===== config.mk =====
export PLATFORM = sky130hd
export DESIGN_NAME = cv_csbus_master
export DESIGN_NICKNAME = d
export VERILOG_FILES = /design/src/rtl/cv_csbus_master.sv
export SDC_FILE = /design/constraint.sdc
export NUM_CORES = 1
export LEC_CHECK = 0
export BUFFER_PORTS_ARGS = -buffer_cell sky130_fd_sc_hd__buf_2
export CORE_ASPECT_RATIO = 2
export CORE_MARGIN = 2
export CORE_UTILIZATION = 49
export CTS_BUF_LIST = sky130_fd_sc_hd__clkbuf_4 sky130_fd_sc_hd__clkbuf_8
export CTS_CLUSTER_SIZE = 12
export DETAILED_ROUTE_END_ITERATION = 8
export PLACE_DENSITY_LB_ADDON = 0.12
export SYNTH_ARGS = -nofsm -noshare
export SYNTH_HDL_FRONTEND = slang
export SYNTH_SLANG_ARGS = --single-unit

===== constraint.sdc =====
create_clock -name ps_c_clk -period 2.55 [get_ports ps_c_clk]
set_input_delay 0.3825 -clock ps_c_clk [delete_from_list [all_inputs] [get_ports ps_c_clk]]
set_output_delay 0.3825 -clock ps_c_clk [all_outputs]
set_load 0.01 [all_outputs]

===== src/rtl/cv_csbus_master.sv =====
// Initiator for the PS control-space bus: one ps_c_en strobe per request.
// Reads wait for ps_c_dout_en or time out. Each request gets exactly one response.
module cv_csbus_master #(
  parameter int TIMEOUT  = 15,
  parameter int ERRCNT_W = 8
) (
  input  logic                ps_c_clk,
  input  logic                reset,
  input  logic                req_valid,
  output logic                req_ready,
  input  logic [18:0]         req_addr,
  input  logic [31:0]         req_wdata,
  input  logic [3:0]          req_we,
  output logic                resp_valid,
  input  logic                resp_ready,
  output logic [31:0]         resp_rdata,
  output logic                resp_err,
  output logic [18:0]         ps_c_addr,
  output logic [31:0]         ps_c_din,
  output logic [3:0]          ps_c_we,
  output logic                ps_c_en,
  input  logic [31:0]         ps_c_dout,
  input  logic                ps_c_dout_en,
  output logic                busy,
  output logic [ERRCNT_W-1:0] err_count
);

  typedef enum logic [1:0] {IDLE, ISSUE, WAIT, RESP} state_t;

  localparam logic [7:0] WAIT_LAST = 8'(TIMEOUT - 1);

  state_t     state, state_nxt;
  logic [7:0] wait_cnt;
  logic       is_write;
  logic       wait_last;

  assign is_write  = (ps_c_we != 4'b0000);
  assign wait_last = (wait_cnt == WAIT_LAST);
  assign req_ready = (state == IDLE) && !reset;
  assign busy      = (state != IDLE);

  always_ff @(posedge ps_c_clk) begin
    if (reset) state <= IDLE;
    else       state <= state_nxt;
  end

  always_comb begin
    state_nxt = state;
    case (state)
      IDLE:  if (req_valid)                  state_nxt = ISSUE;
      ISSUE: state_nxt = is_write ? RESP : WAIT;
      WAIT:  if (ps_c_dout_en || wait_last)  state_nxt = RESP;
      RESP:  if (resp_ready)                 state_nxt = IDLE;
      default:                               state_nxt = IDLE;
    endcase
  end

  // The strobe defaults low every cycle, so it can only ever be a single-cycle pulse.
  always_ff @(posedge ps_c_clk) begin
    if (reset) begin
      wait_cnt   <= '0;
      ps_c_addr  <= '0;
      ps_c_din   <= '0;
      ps_c_we    <= '0;
      ps_c_en    <= 1'b0;
      resp_valid <= 1'b0;
      resp_rdata <= '0;
      resp_err   <= 1'b0;
      err_count  <= '0;
    end else begin
      ps_c_en <= 1'b0;
      case (state)
        IDLE: if (req_valid) begin
          ps_c_addr <= req_addr;
          ps_c_din  <= req_wdata;
          ps_c_we   <= req_we;
          ps_c_en   <= 1'b1;
        end
        ISSUE: begin
          ps_c_we  <= '0;
          wait_cnt <= '0;
          if (is_write) begin
            resp_rdata <= '0;
            resp_err   <= 1'b0;
            resp_valid <= 1'b1;
          end
        end
        WAIT: begin
          // Data arriving in the final wait cycle still beats the timeout.
          if (ps_c_dout_en) begin
            resp_rdata <= ps_c_dout;
            resp_err   <= 1'b0;
            resp_valid <= 1'b1;
          end else if (wait_last) begin
            resp_rdata <= '0;
            resp_err   <= 1'b1;
            resp_valid <= 1'b1;
            if (err_count != '1) err_count <= err_count + ERRCNT_W'(1);
          end else begin
            wait_cnt <= wait_cnt + 8'd1;
          end
        end
        RESP: if (resp_ready) resp_valid <= 1'b0;
        default: ;
      endcase
    end
  end

endmodule

# Word level (Yosys, flattened, before mapping)
# Cells that the tools add are included.
[op_classes]
n_eq_ne = 12
reduce_logical = 17
n_addsub = 2
muxes = 23
bitwise = 2
[ops]
columns = ["op", "count"]
rows = [
  ["$mux W32", 3],
  ["$pmux W32 S2", 1],
  ["$add A8 B1 Y8 const B", 2],
  ["$mux W8", 2],
  ["$pmux W8 S2", 1],
  ["$ne A2 B2 Y1 const B", 6],
  ["$reduce_and A3 Y1", 3],
  ["$eq A8 B4 Y1 const B", 1],
  ["$mux W1", 8],
  ["$ne A8 B8 Y1 const B", 1],
  ["$pmux W2 S4", 1],
  ["$pmux W4 S2", 1],
  ["$reduce_and A4 Y1", 2],
  ["$mux W2", 3],
  ["$reduce_bool A2 Y1", 3],
  ["$eq A2 B2 Y1 const B", 2],
  ["$mux W4", 1],
  ["$reduce_and A2 Y1", 2],
  ["$reduce_bool A4 Y1", 1],
  ["$ne A3 B3 Y1 const B", 1],
  ["$pmux W1 S3", 1],
  ["$reduce_bool A3 Y1", 1],
  ["$eq A2 B1 Y1 const B", 1],
  ["$logic_not A2 Y1", 1],
  ["other kinds (6)", 7],
]
[totals]
reg_bits = 108
in_bits = 92
out_inout_bits = 100
word_cells = 66

# Depth between registers and ports, before layout
[logic_depth]
depth_word = 4
depth_mapped = 8
mapped_depth_nobuf = 6

# Least setup slack after synthesis
# Ideal clock, no wire load.
[synth_timing]
path_kind = "flip-flop to flip-flop"
startpoint = "reg state[0]"
endpoint = "reg err_count[7]"
path_buffers = 1
stages_incl_launch_ff = 8
slack_ps = 751
synth_period_minus_slack_ps = 1799
arrival_ps = 1678
required_ps = 2429
setup_time_ps = 121
path_cell_list = "dfxtp_1 > inv_1 > ha_1 > clkbuf_2 > nand2b_1 > nand3b_1 > nor4_1 > mux2_2"
[synth_between]
elab_chain_cells = 2
[synth_lines]
columns = ["item", "line", "rtl"]
rows = [
  ["start: declaration", "32", "state_t state, state_nxt;"],
  ["start signal: assignment", "44", "else state <= state_nxt;"],
  ["$eq A2 B2 Y1", "72", "case (state)"],
  ["$reduce_and A4 Y1 (no source line)", "--", ""],
  ["end signal: assignment", "98", "if (err_count != '1) err_count <= err_count + ERRCNT_W'(1);"],
  ["end: declaration", "25", "output logic [ERRCNT_W-1:0] err_count"],
]
# Every way passes these cells.
# A chain may end at the register's enable or synchronous reset.

# Worst setup path in the final report
[layout_timing]
startpoint = "reg wait_cnt[0]"
endpoint = "reg err_count[5]"
[layout_between]
elab_chain_cells = 2
[layout_lines]
columns = ["item", "line", "rtl"]
rows = [
  ["start: declaration", "33", "logic [7:0] wait_cnt;"],
  ["start signal: assignment", "100", "wait_cnt <= wait_cnt + 8'd1;"],
  ["$eq A8 B4 Y1", "38", "assign wait_last = (wait_cnt == WAIT_LAST);"],
  ["$reduce_and A4 Y1 (no source line)", "--", ""],
]
# Every way passes these cells.

==> results.ini <==
[critical_path]
arrival_ns = 2.35
rr_startpoint = wait_cnt[0]
path_class = flop to flop
end_kind = flop
cp_cell_sequence = inv_1, ha_1, and4b_2, nand3b_1, nor4_1, mux2_2
cp_max_fo = 14
critical_path_required_ns = 2.81
crit_path_max_incr_delay_ns = 0.43
cp_slowest_cell = nor4_1
crit_family = simple AND/OR/NAND/NOR gates
crit_buf_inv = 1
cp-start-kind = flop
startpoint = wait_cnt[0]

[clock_network]
clock_latency_ns = 0.37
cts_max_path_buffers = 2
cts_hold_buf = 0
tritoncts = done
cts_resized = 0
cts_setup_buffers = 0
numCtsBuffers = 9
cts.htree.levels = 3
cts-root-buf = clkbuf_8
clk_pin_slew_ns = 0.10
numClockSinks = 108

[routing]
drt-pass1-iter-count = 4
wl_um = 11100
detail_route.iter0.violations = 181
via_count = 4145
ant_nets = 0
drc = 0
vias_per_cell = 5.14
wl_per_cell_um = 13.8

[floorplanning]
dieArea_sq_mm = 0.00975
rows = 48
pin_count = 192
start_util = 0.506
dieWidth_um = 70.8
die_y_um = 138
coreArea_sq_mm = 0.00865

[logic_synthesis]
yosysWarnings = 0
postSynthNetCount = 619
ys_ff_latch = 108
synth_top_family_by_area = simple AND/OR/NAND/NOR gates
synth_xor_area_frac = 0
synth.cell_area_sq_mm = 0.00438
synth-main-ff-cell = dfxtp_1
yosys.area.top_type = dfxtp_1
synth_fa_ha_area_frac = 0.0229
synth_top_area_share = 0.494
ys_seq_area_frac = 0.494
synth-edff-count = 0
synth_compound_area_frac = 0.121
netlist_instances = 519
ys_top_cells_by_area = dfxtp_1, nand2_1, mux2i_1
async_reset_ff_frac = 0
synth-simple-area-share = 0.238
syn_area_per_cell_sq_um = 8.43
muxShareOfSynthArea = 0.0829
synthDistinctLibCells = 48

[job]
max-cap-violations = 0

[cells_and_area]
fillCellCount = 776
antennaDiodeCount = 0
mostFrequentLayoutCell = buf_2
area_growth_pct = 29.1
drive_gt1_frac = 0.327
multi_input_area_sq_mm = 0.00204
seqCellArea_sq_mm = 0.00216
final_cell_mix = buf_2, nand2_1, dfxtp_1
fin_nets = 801
fin_cells = 806

[sta]
tightestPinTransition_ns = 0.729
fin_crit_ns = 2.10
setup-violations-final = 0
maxSlewViolCount = 0
min_period_over_period = 0.822
relSlewSlack = 0.507
fmax_mhz = 477
rsz0062_at_grt = false
fin_skew_ns = 0.0111
timing_hold_violations_final = 0
setup-tns-final_ns = 0

[global_routing]
track_usage = 0.223
grt_pass1_wl_um = 17600
grt_pass1_vias = 3936
antenna_found_initial = 0
grt_max_degree = 53
grt_overflow = 0

[worst_hold_path]
hp-class = primary input to flop
min-delay-start = req_wdata[6]

[placed_design]
place.gp.congestion = 0.874
dp_cells = 788
hpwl_um = 8340
port_buffers = 191

[pwr]
peakVddDrop_mv = 0.575
power_leakage_uw = 0.00257
power_density_mw_per_mm2 = 889

[status]
status = finished, final reports clean

==> final timing paths <==
check	end	slack (ns)	depth (start not counted)
worst max register to register	err_count[5]	0.45	6
worst max-delay path	err_count[5]	0.45	6
worst min register to register	ps_c_din[29]	0.46	2
worst min-delay path	ps_c_din[6]	0.24	3
==> stage by stage <==
| stage | cell area, sq um | power, uW | setup slack (ns) | hold WS (ns) | utilization |
|---|---|---|---|---|---|
| 3_5_place_dp | 5400 | 3860 | 0.114 | 0.443 | 0.625 |
| 5_1_grt | 5650 | 5320 | 0.252 | 0.224 | 0.653 |
| 3_3_place_gp | 5400 | 3810 | 0.149 | 0.439 | 0.625 |
| 4_1_cts | 5640 | 5030 | 0.0818 | 0.222 | 0.652 |
| 2_1_floorplan | 4380 | 3330 | 0.751 | 0.479 | - |
| 6_report | 5650 | 5030 | 0.455 | 0.238 | 0.653 |
==> registers in the layout, summed over array words and instances (netlist names) <==
name	flops
err_count	8
ps_c_addr	19
ps_c_din	32
ps_c_en	1
ps_c_we	4
resp_err	1
resp_rdata	32
resp_valid	1
state	2
wait_cnt	8
==> report_power, final <==
part           leakage [uW]  switching, uW  internal [uW]
Clock              0.000115            588            590
Sequential         0.000879            111           1900
Combinational       0.00157           1090            755
==> cell families (layout without fill, tap and decap cells) <==
group | after synthesis | after routing
AOI/OAI and AO/OA | 89 | 89
adders and majority gates | 8 | 8
buffers and inverters | 40 | 227
DFF | 108 | 108
muxes | 36 | 36
and+or+nand+nor | 238 | 238
==> worst min-delay path: cells and delay by family <==
kind / cells / cell delay, ns
buffers and inverters: 1 / 0.09
and+or+nand+nor: 1 / 0.04
AOI/OAI and AO/OA: 1 / 0.05
==> routing by layer <==
metal	track usage	vias to the layer above	routed length, um
li1	-	2102	-
met1	0.232	1874	4070
met2	0.421	153	6120
met3	0.0563	16	728
met4	0.0828	0	219
met5	0	-	0
==> area by class of cell <==
class | count | area share
multi-input cells | 371 | 0.360
repair buffers | 204 | 0.189
well taps | 100 | 0.0221
inverters | 7 | 0.00465
flip-flops and latches | 108 | 0.383
clock inverters | 6 | 0.0171
clock buffers | 10 | 0.0244
==> Yosys cell counts, types with 4 or more instances <==
master    instances
nor2_1           17
dfxtp_1         108
a21oi_1          59
or3_1             4
or4_1             4
nand2b_1          4
clkbuf_1         28
nand2_1         176
o41ai_1           4
buf_6             4
nand3_1           8
mux2i_1          34
inv_1             7
ha_1              8
Note: power is estimated with default switching activity, not from simulation.
